## src/rtl/gcn_result_monitor.sv

```systemverilog
// Purpose : self-checking monitor on the GCN result port; header word, then ROWS x NCOL words checked against an external gold ROM.
// Latency : compare retires 1 cycle after a word is accepted, o_mismatch pulses the cycle after; o_done rises 1 cycle after run end.
// Backpres: none, never stalls the GCN; back-to-back words are checked fully pipelined.
// Option  : define GCN_MON_TOL_EN for a signed compare with absolute tolerance TOL (default build is exact equality).
// Ports   : clk, rst (async, active-high); i_rdy/i_result/i_data = GCN result port; o_gold_addr/i_gold_data = sync gold ROM;
//           o_mismatch/o_mis_row/o_mis_col = per-compare report; o_err_cnt/o_chk_cnt = tallies;
//           o_done/o_pass/o_hdr_err/o_short/o_over/o_timeout = run status, held until the next i_rdy rise.
module gcn_result_monitor #(
   parameter int DATA_W    = 16,
   parameter int ROWS      = 100,
   parameter int NCOL      = 2,
   parameter int COL_IDX_W = 8,
   parameter int GOLD_COLS = 8,
   parameter int ADDR_W    = 10,
   parameter int CNT_W     = 16,
   parameter int TIMEOUT   = 80000,
   parameter int TOL       = 0
) (
   input  logic                 clk,
   input  logic                 rst,
   input  logic                 i_rdy,
   input  logic                 i_result,
   input  logic [DATA_W-1:0]    i_data,
   output logic [ADDR_W-1:0]    o_gold_addr,
   input  logic [DATA_W-1:0]    i_gold_data,
   output logic                 o_mismatch,
   output logic [7:0]           o_mis_row,
   output logic [COL_IDX_W-1:0] o_mis_col,
   output logic [CNT_W-1:0]     o_err_cnt,
   output logic [CNT_W-1:0]     o_chk_cnt,
   output logic                 o_done,
   output logic                 o_pass,
   output logic                 o_hdr_err,
   output logic                 o_short,
   output logic                 o_over,
   output logic                 o_timeout
);

   localparam int TOTAL = ROWS * NCOL;
   localparam int ROW_W = (ROWS > 1) ? $clog2(ROWS) : 1;
   localparam int SEL_W = (NCOL > 1) ? $clog2(NCOL) : 1;
   localparam int ACC_W = $clog2(TOTAL + 1);
   localparam int TMO_W = $clog2(TIMEOUT + 1);
   localparam int HDR_W = NCOL * COL_IDX_W;

   typedef enum logic [1:0] {S_IDLE, S_HDR, S_CHECK, S_DONE} state_t;
   state_t state, state_nxt;

   logic                 rdy_q;
   logic                 accept, rise, arm, active, tmo_hit, hdr_bad, match;
   logic [HDR_W-1:0]     hdr_q;
   logic [COL_IDX_W-1:0] hdr_col [NCOL];
   logic [ROW_W-1:0]     row;
   logic [SEL_W-1:0]     col_sel;
   logic [ACC_W-1:0]     acc_cnt;
   logic [TMO_W-1:0]     tmo_cnt;
   // Compare stage: the accepted word waits here one cycle for the sync ROM.
   logic                 cmp_vld;
   logic [DATA_W-1:0]    cmp_dat;
   logic [ROW_W-1:0]     cmp_row;
   logic [COL_IDX_W-1:0] cmp_col;

   assign accept  = i_rdy & ~i_result;
   assign rise    = i_rdy & ~rdy_q;
   assign arm     = rise & ((state == S_IDLE) | (state == S_DONE));
   assign active  = (state == S_HDR) | (state == S_CHECK);
   assign tmo_hit = (tmo_cnt == TMO_W'(TIMEOUT - 1));

   for (genvar g = 0; g < NCOL; g++) begin : g_col
      assign hdr_col[g] = hdr_q[g*COL_IDX_W +: COL_IDX_W];
   end

   always_comb begin
      hdr_bad = 1'b0;
      for (int i = 0; i < NCOL; i++)
         if (int'(i_data[i*COL_IDX_W +: COL_IDX_W]) >= GOLD_COLS) hdr_bad = 1'b1;
   end

   // Address of the word expected next; the ROM samples it on the accept edge.
   assign o_gold_addr = ADDR_W'(ADDR_W'(row) * ADDR_W'(GOLD_COLS) + ADDR_W'(hdr_col[col_sel]));

`ifdef GCN_MON_TOL_EN
   logic signed [DATA_W:0] diff;
   logic        [DATA_W:0] adiff;
   always_comb begin
      diff  = $signed({cmp_dat[DATA_W-1], cmp_dat}) - $signed({i_gold_data[DATA_W-1], i_gold_data});
      adiff = $unsigned(diff[DATA_W] ? -diff : diff);
   end
   assign match = (adiff <= (DATA_W+1)'(TOL));
`else
   assign match = (cmp_dat == i_gold_data);
   // TOL only matters for the tolerant compare.
   logic unused_tol;
   assign unused_tol = (TOL != 0);
`endif

   always_ff @(posedge clk or posedge rst) begin
      if (rst) state <= S_IDLE;
      else     state <= state_nxt;
   end

   always_comb begin
      state_nxt = state;
      case (state)
         S_IDLE:  if (rise) state_nxt = S_HDR;
         S_HDR: begin
            if (!i_rdy || tmo_hit)       state_nxt = S_DONE;
            else if (accept && hdr_bad)  state_nxt = S_DONE;
            else if (accept)             state_nxt = S_CHECK;
         end
         // The in-flight compare retires on the same edge that enters DONE.
         S_CHECK: if (!i_rdy || tmo_hit) state_nxt = S_DONE;
         S_DONE:  if (rise) state_nxt = S_HDR;
         default: state_nxt = S_IDLE;
      endcase
   end

   always_ff @(posedge clk or posedge rst) begin
      if (rst) begin
         rdy_q <= 1'b0;   hdr_q <= '0;    row <= '0;       col_sel <= '0;
         acc_cnt <= '0;   tmo_cnt <= '0;  cmp_vld <= 1'b0; cmp_dat <= '0;
         cmp_row <= '0;   cmp_col <= '0;  o_mismatch <= 1'b0;
         o_mis_row <= '0; o_mis_col <= '0; o_err_cnt <= '0; o_chk_cnt <= '0;
         o_hdr_err <= 1'b0; o_short <= 1'b0; o_over <= 1'b0; o_timeout <= 1'b0;
      end else begin
         rdy_q      <= i_rdy;
         o_mismatch <= 1'b0;
         cmp_vld    <= 1'b0;
         if (cmp_vld) begin
            if (o_chk_cnt != '1) o_chk_cnt <= o_chk_cnt + 1'b1;
            if (!match) begin
               if (o_err_cnt != '1) o_err_cnt <= o_err_cnt + 1'b1;
               o_mismatch <= 1'b1;
               o_mis_row  <= 8'(cmp_row);
               o_mis_col  <= cmp_col;
            end
         end
         if (arm) begin
            hdr_q <= '0;     row <= '0;       col_sel <= '0;   acc_cnt <= '0;  tmo_cnt <= '0;
            o_err_cnt <= '0; o_chk_cnt <= '0; o_mis_row <= '0; o_mis_col <= '0;
            o_hdr_err <= 1'b0; o_short <= 1'b0; o_over <= 1'b0; o_timeout <= 1'b0;
         end else if (active) begin
            if (!i_rdy) begin
               o_short <= (acc_cnt != ACC_W'(TOTAL));
            end else if (tmo_hit) begin
               o_timeout <= 1'b1;
            end else begin
               tmo_cnt <= tmo_cnt + 1'b1;
               if (accept && state == S_HDR) begin
                  hdr_q     <= i_data[HDR_W-1:0];
                  o_hdr_err <= hdr_bad;
               end else if (accept) begin
                  if (acc_cnt == ACC_W'(TOTAL)) begin
                     o_over <= 1'b1;
                  end else begin
                     cmp_vld <= 1'b1;
                     cmp_dat <= i_data;
                     cmp_row <= row;
                     cmp_col <= hdr_col[col_sel];
                     acc_cnt <= acc_cnt + 1'b1;
                     if (row == ROW_W'(ROWS - 1)) begin
                        row     <= '0;
                        col_sel <= (col_sel == SEL_W'(NCOL - 1)) ? '0 : col_sel + 1'b1;
                     end else begin
                        row <= row + 1'b1;
                     end
                  end
               end
            end
         end
      end
   end

   assign o_done = (state == S_DONE);
   assign o_pass = o_done & ~o_hdr_err & ~o_short & ~o_over & ~o_timeout &
                   (o_err_cnt == '0) & (o_chk_cnt == CNT_W'(TOTAL));

endmodule

```

## config.mk

```make
export PLATFORM = sky130hd
export DESIGN_NAME = gcn_result_monitor
export DESIGN_NICKNAME = d
export VERILOG_FILES = /design/src/rtl/gcn_result_monitor.sv
export SDC_FILE = /design/constraint.sdc
export NUM_CORES = 1
export LEC_CHECK = 0
export BUFFER_PORTS_ARGS = -buffer_cell sky130_fd_sc_hd__buf_4
export CAP_MARGIN = 20
export CORE_MARGIN = 2
export CORE_UTILIZATION = 62
export DETAILED_ROUTE_END_ITERATION = 7
export PLACE_DENSITY = 0.86
export SLEW_MARGIN = 20
export SYNTH_ARGS = -nofsm -noshare
export SYNTH_HDL_FRONTEND = slang
export SYNTH_SLANG_ARGS = --single-unit
```

## constraint.sdc

```tcl
create_clock -name clk -period 11.46 [get_ports clk]
set_clock_uncertainty 0.1 [all_clocks]
set_input_delay 0 -clock clk [delete_from_list [all_inputs] [get_ports clk]]
set_output_delay 0 -clock clk [all_outputs]
set_load 0.01 [all_outputs]
```

Word level (Yosys, flattened, before mapping):

Cells that the tools add are included.
Widths: inputs -> output; s select.

* $add $sub $neg: 7
* magnitude comparators: 3
* equal/unequal tests: 19
* mux-type cells: 85
* bitwise operators: 22
* reductions and logical operators: 29

Operator list (number)
* $mux 16: 12
* $mux 8: 16
* $mux 17: 4
* $mux 7: 8
* $mux 1: 39
* $add 16x1->16 const B: 2
* $ne 16x16->1 const B: 2
* $reduce_bool 2->1: 10
* $add 17x1->17 const B: 1
* $eq 17x17->1 const B: 1
* $eq 16x16->1: 1
* $eq 16x8->1 const B: 1
* $ge 8x4->1 const B: 2
* $logic_not 16->1: 1
* $reduce_and 7->1: 2
* $reduce_and 3->1: 4
* $reduce_and 6->1: 2
* $add 10x8->10: 1
* $mux 2: 5
* $not 1->1: 10
* $and 1x1->1: 9
* $add 8x1->8 const B: 1
* $eq 8x8->1 const B: 1
* $ne 2x2->1 const B: 4
* other kinds (19): 26

* register bits after elaboration: 137
* input bits: 36
* output and inout port bits: 65
* word-level logic and storage cells: 185

Logic depth before layout (Yosys ltp):

Gate-level depths: netlist of run 1.

* word-level depth: 10
* gate-level depth with buffers: 10
* gate-level depth less buffers: 9

Least setup slack after synthesis of run 1:

No wires, ideal clock.

* kind: reg-to-output
* start point: reg col_sel
* end point: out o_gold_addr[9]
* arrival: 2.192 ns
* data required time: 11.360 ns
* path slack: 9.168 ns
* cell stages (with the launch flop): 11
* path buffers: 1
* cells stage by stage: dfrtp_1 > clkbuf_1 > mux2_2 > ha_1 > inv_1 > fa_1 > nor2b_1 > o21ai_0 > a21boi_0 > o21ai_0 > xnor2_1

* cells in the longest elaborated chain, start to end: 5

RTL lines
* start: declaration: line 54 `logic [SEL_W-1:0] col_sel;`
* start signal: assignment: line 163 `col_sel <= (col_sel == SEL_W'(NCOL - 1)) ? '0 : col_sel + 1'b1;`
* $not 1->2 (implied by the code): line 80 `assign o_gold_addr = ADDR_W'(ADDR_W'(row) * ADDR_W'(GOLD_COLS) + ADDR_W'(hdr_col[col_sel]));`
* $mux 8 (implied by the code) (3 in a row): line 80
* $add 10x8->10: line 80
* end: declaration: line 24 `output logic [ADDR_W-1:0] o_gold_addr,`

Every way passes these cells. The select of a mux whose other input is x is not followed.

Worst setup path in the final report of run 1:

* start point: reg tmo_cnt[10]
* end point: reg row[3]

* cells in the longest elaborated chain, start to end: 3

RTL lines
* start: declaration: line 56 `logic [TMO_W-1:0] tmo_cnt;`
* start signal: assignment: line 148 `tmo_cnt <= tmo_cnt + 1'b1;`
* $eq 17x17->1: line 67 `assign tmo_hit = (tmo_cnt == TMO_W'(TIMEOUT - 1));`
* $ne 2x2->1 (no line)
* $reduce_and 6->1 (no line)
* end signal: assignment: line 165 `row <= row + 1'b1;`
* end: declaration: line 53 `logic [ROW_W-1:0] row;`

Every way passes these cells.
A chain may end at the register's enable or synchronous reset.

==> impl_results.md, run 1 <==
* PostCTS Resize Cnt at 0
* Biggest cell delay along the critical path at 0.93 ns
* Async set or reset register ratio after synthesis at 100%
* Register area share after synthesis at 48.8%
* Starting DRT DRC Count at 872
* PwrDens at 190 nW/um^2
* Global-route wire length before repair at just over 30 mm
* Layout cell share with drive strength beyond 1 at a little under a fifth
* Netlist cell types at 61
* First-pass detailed-route iteration total at 6
* Synth area leaders: dfrtp_1, nand2_1, xnor2_1
* Yosys top cell by area: dfrtp_1
* Congestion Overflow GR at 0
* Final Setup Violations at 0
* Nets at between 900 and 1000
* Syn nets at 811
* DR DRC count at 0
* # diodes at 0
* Power Total at around 1600 uW
* Post-synth EDFFs at 0
* Top-area cell type share of the netlist area at 48.8%
* Worst-Margin Slew at 1.05 ns
* Critical path capture point type: flip-flop
* Die Wd at 110 microns
* # IOs at between 100 and 150
* Routability Congestion at 0.894
* Reg-to-reg slack, setup at 7.82 ns
* Fillers at roughly 650
* Via density at between 6 and 7
* Final period util at approximately a third
* Avg Cell Area, Syn at between 9 and 10 sq um
* Main flop type after synthesis: dfrtp_1
* Total negative slack at 0 ns
* ANT nets after route at 0
* CP top delay family: simple AND/OR/NAND/NOR gates
* Largest net degree at the start of global routing at 79
* Max Root-Sink Buffers at 2
* Postcts setup bufs at 0
* LEAKAGE at slightly below 0.004 uW
* Max Cap Viol at 0
* Crit path buffers/inverters at 1
* Max Fclk at 0.275 GHz
* Beginning of the critical path: tmo_cnt[10]
* Total CTS buffers at 17
* CP required at 11.77 ns
* Clock latency on the worst-skew pair at 0.54 ns
* Initial antenna violation count at 0
* Critical-path top delay cell: nor4_2
* Core Rows at 38
* Clk pin slew, worst setup/hold paths at 0.06 ns
* Slew Viols, Final at 0
* IO buf count at about 100
* Crit-path cells: or4b_4, nor4_2, or3_2, inv_2, nand2b_1, o31ai_1
* Die ar. at 12100 sq um
* RSZ-0062 raised after global routing: no
* Final hold violations at 0
* Slew HR at 29.2%
* Starting density of the core at 64.1%
* Critical Path Fanout Max at 38
* Per-cell routed wire length at 18.6 microns
* Hold_sp: i_rdy
* Hold Crit Class: input port to flip-flop
* Critical Path AT at 3.96 ns
* Setup CP Type: flip-flop to flip-flop
* Vias in the first global route at 6171
* WL final at 19.0 mm
* Clk sinks at 136
* CTS H-Tree Depth at 4
* Die Y at 110 microns
* Post-synthesis instance area at approximately 7000 sq um
* Area growth syn-to-layout at 22.4%
* Outcome: complete, no violations
* GRT Total Usage at approximately a third
* CTS Hold Bufs at 19
* Critical Path Start Type: flip-flop
* Syn. warnings at 0
* Max IR drop VDD at 0.000172 V
* Post-Syn Instances at 758
* Core Area at 10900 sq um
* Clk Tree Root Cell: clkbuf_8
* Hpwl dp at 11.7 mm
* CTS tree: done
* Detailed-route via count at 6464
* Worst reg2reg startpoint: tmo_cnt[10]
* Seq cells post-synth at 136
* Period minus WS final at 3.64 ns
routing by layer:
metal | GRT usage, % | vias to the layer above | routed length [microns]
li1 | - | 2867 | -
met1 | 42.1 | 3154 | 7300
met2 | 52.8 | 367 | 9620
met3 | 6.41 | 76 | 1420
met4 | 15.6 | 0 | 629
met5 | 0 | - | 0
kinds of logic after synthesis:
kind of cell | count (synthesis) | synth area share, %
AO/OA/AOI/OAI | 122 | 10.9
XOR/XNOR | 51 | 6.40
buffers and inverters | 55 | 3.59
flip-flops | 136 | 48.8
other | 1 | 0.0538
adder cells (fa/ha/maj) | 17 | 3.16
multiplexers | 13 | 2.01
AND/OR/NAND/NOR | 363 | 25.1
registers in the layout (all words and copies together) (netlist names), 8 cells and up:
register / flops
cmp_col: 8
hdr_q: 16
o_chk_cnt: 16
cmp_dat: 16
o_err_cnt: 16
acc_cnt: 8
tmo_cnt: 17
o_mis_col: 8
area by class of cell:
class	instances	area (sq um)	area share, %
timing repair buffer	122	963	11.3
multi-input combinational	567	3350	39.2
clock inverter	14	149	1.74
clock buffer	18	418	4.89
inverter	22	85.1	0.996
sequential	136	3400	39.8
tap	140	175	2.05
path summary, 6_finish.rpt:
path | end | depth (start not counted)
setup / recovery | row[3] | 6
hold / removal | rdy_q | 2
setup reg to reg | row[3] | 6
hold reg to reg | cmp_row[5] | 2
max in group asynchronous | tmo_cnt[6] | 4
min in group asynchronous | o_chk_cnt[13] | 3
Yosys cell counts, drive strengths merged, types with 16 or more instances:
cell type and number:
dfrtp 136, or4 19, o21ai 40, xor2 18, a21oi 38, clkbuf 19, nor4 17, xnor2 33
ha 16, nand4 20, o31ai 18, nand2 186, nor2 39, inv 22, nand3 29
through the flow:
step | std cells | setup slack, ns | hold WS, ns | util (%) | instance area, sq um
floorplan | 758 | 7.72 | -0.0686 | - | 6980
global placement | 968 | 8.04 | 0.0824 | 71.5 | 7780
detailed placement | 968 | 7.88 | 0.0797 | 71.5 | 7780
CTS | 1019 | 7.83 | 0.0712 | 78.4 | 8540
global route | 1019 | 7.61 | 0.104 | 78.4 | 8540
finish | 1019 | 7.82 | 0.0890 | 78.4 | 8540
worst reg2reg max path, delay by kind of cell (launching register included):
kind            cells  cell delay (ns)
compound gates      1             0.10
buf+inv             1             0.45
flops               1             0.41
simple gates        4             2.47
cells in the final DEF (no fill, tap or decap), drive strengths merged, types with 3 or more instances in the layout:
cell / Yosys / layout
nand2: 186 / 186
dfrtp: 136 / 136
buf: 14 / 103
o21ai: 40 / 40
nor2: 39 / 39
a21oi: 38 / 38
xnor2: 33 / 33
nand3: 29 / 29
inv: 22 / 26
nand4: 20 / 20
dlygate4sd3: 0 / 19
or4: 19 / 19
xor2: 18 / 18
o31ai: 18 / 18
clkbuf: 19 / 18
nor4: 17 / 17
ha: 16 / 16
nor3: 14 / 14
o211ai: 11 / 11
and3: 10 / 10
mux2: 8 / 8
mux2i: 5 / 5
or2: 5 / 5
clkinvlp: 0 / 4
or3: 4 / 4
clkinv: 0 / 4
nand2b: 3 / 3
nor3b: 3 / 3
where the power goes:
part / switching (uW) / total (uW) / internal (uW) / leakage, uW
registers: 83.8 / 658 / 574 / 0.00185
clock network: 220 / 531 / 311 / 0.000268
logic: 263 / 431 / 168 / 0.00182
Note: power is estimated with default switching activity, not from simulation.
==> inputs of run 2 (changes only) <==
CORE_UTILIZATION = 58   (was 62)
PLACE_DENSITY = 0.81   (was 0.86)
clock period = 3.5 ns   (was 11.46 ns; I/O delays follow)
==> run 2 against run 1 <==
First-iteration DRC count is 17% lower. Setup slack worse by 7.3 ns. Global-route usage is 3.5 points lower. Sequential share of layout area is 0.49 points lower. Sequential power grew to 3.3 times the previous value. Final area is 1.2% higher. Via count is 3.2% lower. Critical endpoint is now o_gold_addr[9]. Largest cell class unchanged. Highest routed layer unchanged.
==> impl_results.md, run 2 (synthesized netlist as in run 1, its figures left out) <==
* IO buf count at 99 (unchanged)
* Clk pin slew, worst setup/hold paths at 0.06 ns (about the same)
* Hpwl dp at 12.0 mm (+2.0%)
* Final Setup Violations at 0 (unchanged)
* # IOs at 101 (unchanged)
* Slew Viols, Final at 0 (unchanged)
* Via density at 6.07 (-4.4%)
* Nets at 924 (+0.54%)
* Die ar. at 12900 sq um (+6.6%)
* Critical Path Fanout Max at 10 (-74%)
* Clk Tree Root Cell: clkbuf_16
* Reg-to-reg slack, setup at 0.67 ns (-7.15 ns)
* Final period util at 84.0%
* ANT nets after route at 0 (unchanged)
* Critical Path AT at 2.84 ns (-1.12 ns)
* Die Y at 114 microns (+3.3%)
* Starting density of the core at 58.8% (-5.3 points)
* CTS H-Tree Depth at 4 (unchanged)
* PostCTS Resize Cnt at 0 (unchanged)
* PwrDens at 620 nW/um^2 (+230%)
* Core Area at 11900 sq um (+8.9%)
* Final hold violations at 0 (unchanged)
* Total CTS buffers at 17 (unchanged)
* Outcome: complete, no violations
* Postcts setup bufs at 0 (unchanged)
* Starting DRT DRC Count at 726 (-17%)
* Clock latency on the worst-skew pair at 0.43 ns (-0.11 ns)
* Commonest non-fill, non-tap cell in the layout: nand2_1
* Routability Congestion at 0.865 (-3.3%)
* Die Wd at 114 microns (+3.3%)
* R2r endpoint: row[3]
* Area growth syn-to-layout at 24.0%
* GRT Total Usage at 29.1% (-3.5 points)
* Largest net degree at the start of global routing at 67 (-15%)
* Congestion Overflow GR at 0 (unchanged)
* Per-cell routed wire length at 17.4 microns (-6.5%)
* Critical Path Start Type: flip-flop
* Worst-Margin Slew at 0.685 ns (-0.368 ns)
* Global-route wire length before repair at 29.6 mm (-2.3%)
* Core Rows at 40 (+5.3%)
* Period minus WS final at between 2 and 3 ns
* Fillers at 845 (+30%)
* Setup CP Type: flip-flop to output pin
* Hold_ws at 0.134 ns (+0.0449 ns)
* Critical path capture point type: output pin
* R2R depth at 8 (+2)
* Detailed-route via count at 6254 (-3.2%)
* Vias in the first global route at 6094 (-1.2%)
* Post-DP Area at 7840 sq um (+0.77%)
* RSZ-0062 raised after global routing: no
* Highest-count cells in the layout ignoring fill and taps: nand2_1, dfrtp_1, buf_4, nor2_1, a21oi_1
* Most flop-heavy register: tmo_cnt
* # diodes at 0 (unchanged)
* LEAKAGE at 0.00400 uW (+1.6%)
* Max IR drop VDD at 0.000357 V (+110%)
* Slew HR at 54.0% (+25 points)
* Max reg flops at 17 (unchanged)
* Clk sinks at 136 (unchanged)
* CTS tree: done
* Max Root-Sink Buffers at 2 (unchanged)
* Hold Crit Class: input port to async pin
* DR DRC count at 0 (unchanged)
* Max Cap Viol at 0 (unchanged)
* Worst reg2reg startpoint: state[0]
* Final Instance Area at 8650 sq um (+1.2%)
* First-pass detailed-route iteration total at 6 (unchanged)
* CP required at 3.40 ns (-8.37 ns)
* Layout cell share with drive strength beyond 1 at 19.0% (+0.46 points)
* Max Fclk at 0.340 GHz
* Total negative slack at 0 ns (unchanged)
* WL final at 17.9 mm (-5.4%)
* Initial antenna violation count at 0 (unchanged)
-- run 2: changes by cell type in the layout (fill, tap and decap cells not counted) --
| cell | previous run | this run |
|---|---|---|
| buf_4 | 103 | 107 |
| inv_6 | 4 | 0 |
| clkinvlp_4 | 4 | 2 |
| clkinv_2 | 3 | 4 |
| inv_4 | 1 | 0 |
| clkbuf_16 | 16 | 17 |
| clkinv_4 | 1 | 0 |
| clkbuf_8 | 1 | 7 |
| buf_12 | 0 | 1 |
-- run 2: metrics by stage --
step	cells	utilization, %	power [uW]	setup WS [ns]
global route	1031	72.9	5630	0.407
floorplan	758	-	2990	1.21
detailed placement	980	66.1	3490	0.768
finish	1031	72.9	5360	0.561
global placement	980	66.1	3420	0.904
CTS	1031	72.9	5340	0.560
-- run 2: area by class of cell --
type	count	area [sq um]	area share (%)
tap	147	184	2.13
clock inverter	7	87.6	1.01
clock buffer	25	526	6.08
timing repair buffer	127	1010	11.7
inverter	22	86.3	0.998
multi-input combinational	567	3350	38.7
sequential	136	3400	39.4
-- run 2: layer usage --
| metal | GRT usage, % | wire length, microns | up-vias |
|---|---|---|---|
| li1 | - | - | 2878 |
| met1 | 36.6 | 7160 | 3040 |
| met2 | 48.0 | 8990 | 271 |
| met3 | 6.48 | 1120 | 65 |
| met4 | 14.1 | 680 | 0 |
| met5 | 0 | 0 | - |
-- run 2: power by group --
part	switching (uW)	total, uW	internal, uW
Sequential	276	2160	1880
Clock	655	1830	1180
Combinational	815	1370	560
-- run 2: timing repair --
item,in CTS,in global routing
endpoints found under the hold margin,70,0
hold buffers,19,0
setup endpoints to repair,0,0
-- run 2: worst max-delay path, cell delays in order (launching register included) --
cell and delay (ns):
dfrtp_1 0.59, mux2_2 0.26, ha_1 0.16, inv_1 0.05, fa_1 0.40, nor2b_1 0.13, o21ai_0 0.10, a21boi_0 0.27
o21ai_0 0.14, xnor2_1 0.16, buf_4 0.14
-- run 2: worst max path at each step --
stage / start / endpoint / slack (ns) / cells past startpoint
CTS: col_sel / o_gold_addr[9] / 0.56 / 10
finish: col_sel / o_gold_addr[9] / 0.56 / 10
floorplan: col_sel / o_gold_addr[9] / 1.21 / 10
global placement: state[0] / row[3] / 0.90 / 8
global route: col_sel / o_gold_addr[8] / 0.41 / 9
detailed placement: state[0] / row[3] / 0.77 / 8
==> inputs of run 3 (changes only) <==
CORE_UTILIZATION = 52   (was 58)
PLACE_DENSITY = 0.76   (was 0.81)
clock period = 2.6 ns   (was 3.5 ns; I/O delays follow)
==> run 3 against run 2 <==
The flow now finishes with violations (negative setup slack). Utilization decreased by 5.1 points. Critical path depth unchanged. First-iteration DRC count decreased by 11%. Die area increased by 11%. Total power increased by 37%. Sequential power increased by 34%. Count of clock-buffer cells in the layout decreased by 6. Via count increased by 1.9%. Combinational power increased by 49%. Critical path type unchanged. Largest cell class is now multi-input combinational cells.
==> impl_results.md, run 3 (synthesized netlist as in run 1, its figures left out) <==
* Outcome: complete, but fails checks
* Failing checks: negative setup slack
* Post-DP Area at 7990 sq um (+1.8%)
* # diodes at 0 (unchanged)
* Power Total at 7360 uW (+37%)
* # IOs at 101 (unchanged)
* Nets at 944 (+2.2%)
* First-pass detailed-route iteration total at 6 (unchanged)
* RSZ-0062 raised after global routing: yes
* Core Rows at 42 (+5.0%)
* Hold Crit Class: input port to async pin
* IO buf count at 99 (unchanged)
* CTS tree: done
* Period minus WS final at 2.67 ns
* GRT Total Usage at 26.4% (-2.7 points)
* Initial antenna violation count at 0 (unchanged)
* CTS H-Tree Depth at 4 (unchanged)
* Most flop-heavy register: tmo_cnt
* Critical Path AT at 2.57 ns (-0.27 ns)
* Max IR drop VDD at 0.000459 V (+29%)
* Commonest non-fill, non-tap cell in the layout: nand2_1
* Max reg flops at 17 (unchanged)
* Via density at 5.90 (-2.7%)
* Starting DRT DRC Count at 648 (-11%)
* Max Root-Sink Buffers at 2 (unchanged)
* Clk Tree Root Cell: clkbuf_16
* Fillers at 983 (+16%)
* Total CTS buffers at 17 (unchanged)
* Post-layout util at 67.8% (-5.1 points)
* Die Y at 120 microns (+5.4%)
* Slew Viols, Final at 0 (unchanged)
* Detailed-route via count at 6370 (+1.9%)
* Critical path capture point type: output pin
* Vias in the first global route at 6085 (-0.15%)
* Worst-Margin Slew at 0.690 ns (+0.00518 ns)
* Critical Path Fanout Max at 4 (-6)
* Highest-count cells in the layout ignoring fill and taps: nand2_1, dfrtp_1, buf_4, nor2_1, a21oi_1
* WL final at 18.8 mm (+4.5%)
* Area growth syn-to-layout at 28.1%
* Setup CP Type: flip-flop to output pin
* PwrDens at 824 nW/um^2 (+33%)
* Slew HR at 53.6% (-0.42 points)
* Final hold violations at 0 (unchanged)
* Critical Path Start Type: flip-flop
* DR DRC count at 0 (unchanged)
* CP required at 2.50 ns (-0.90 ns)
* Congestion Overflow GR at 0 (unchanged)
* Clock latency on the worst-skew pair at 0.42 ns (about the same)
* Total negative slack at -0.0913 ns (-0.0913 ns)
* Per-cell routed wire length at 17.4 microns (-0.14%)
* Die Wd at 120 microns (+5.4%)
* Non-Filler Instances at 1079 (+4.7%)
* Global-route wire length before repair at 30.1 mm (+1.7%)
* Clk pin slew, worst setup/hold paths at 0.06 ns (about the same)
* Placed instance count at 1020 (+4.1%)
* Die ar. at 14400 sq um (+11%)
* Final Setup Violations at 2 (+2)
* Clk sinks at 136 (unchanged)
* Max Fclk at 0.375 GHz
* LEAKAGE at 0.00409 uW (+2.1%)
* Core Area at 13200 sq um (+11%)
* Max Cap Viol at 0 (unchanged)
* Layout cell share with drive strength beyond 1 at 22.5% (+3.5 points)
* Largest net degree at the start of global routing at 48 (-28%)
* Starting density of the core at 52.9% (-5.9 points)
* Final worst slack at -0.0688 ns (-0.629 ns)
* Final period util at 103%
* ANT nets after route at 0 (unchanged)
* Routability Congestion at 0.925 (+7.0%)
* Hpwl dp at 12.3 mm (+2.8%)
* Final Instance Area at 8940 sq um (+3.4%)
-- run 3: cell type report --
type | count | area [sq um] | share of cell area, %
Clock buffer | 19 | 443 | 4.96
Clock inverter | 12 | 153 | 1.71
Inverter | 22 | 86.3 | 0.966
Multi-Input combinational cell | 567 | 3440 | 38.4
Sequential cell | 136 | 3400 | 38.1
Tap cell | 176 | 220 | 2.46
Timing Repair Buffer | 147 | 1200 | 13.4
-- run 3: critical path, cell delays in order, from the launching register on --
cell	delay (ns)
dfrtp_2	0.45
buf_4	0.16
mux2_4	0.33
ha_4	0.24
nor2b_2	0.15
o21ai_2	0.19
a21boi_2	0.10
buf_4	0.14
buf_4	0.13
nor2_2	0.12
buf_4	0.13
-- run 3: layer usage --
| layer | vias up | global-route usage (%) | wire length (microns) |
|---|---|---|---|
| li1 | 2914 | - | - |
| met1 | 3147 | 33.7 | 7680 |
| met2 | 259 | 43.8 | 9540 |
| met3 | 50 | 4.99 | 950 |
| met4 | 0 | 11.9 | 584 |
| met5 | - | 0 | 0 |
-- run 3: timing repair --
item                                    in CTS  in global routing
buffers inserted                             3                  6
pin swaps                                    1                 10
endpoints found under the setup margin       3                 25
hold buffers                                19                  0
resized for setup                           10                 16
hold endpoints to repair                   152                  0
-- run 3: path summary, 6_finish.rpt --
path / slack [ns] / startpoint / cells after the start / to
setup / recovery: -0.07 / col_sel / 10 / o_gold_addr[7]
hold / removal: 0.08 / rst / 3 / o_short
setup reg to reg: 0.08 / tmo_cnt[10] / 6 / cmp_col[7]
hold reg to reg: 0.38 / cmp_col[5] / 2 / cmp_col[5]
max in group asynchronous: 1.61 / rst / 4 / o_err_cnt[6]
min in group clk: 0.19 / i_gold_data[12] / 7 / o_mis_row[6]
-- run 3: stage by stage --
| stage | worst slack, ns | hold WS (ns) |
|---|---|---|
| floorplan | 0.308 | -0.0686 |
| global placement | 0.236 | -0.0307 |
| detailed placement | 0.137 | -0.0228 |
| CTS | -0.00356 | 0.0972 |
| global route | -0.0963 | 0.137 |
| finish | -0.0688 | 0.0773 |
-- run 3: report_power, final --
group	switching (uW)	leakage [uW]	total [uW]	internal, uW
clock	910	0.000281	2430	1520
combinational	1180	0.00195	2040	858
sequential	362	0.00185	2890	2530
total	2450	0.00409	7360	4910
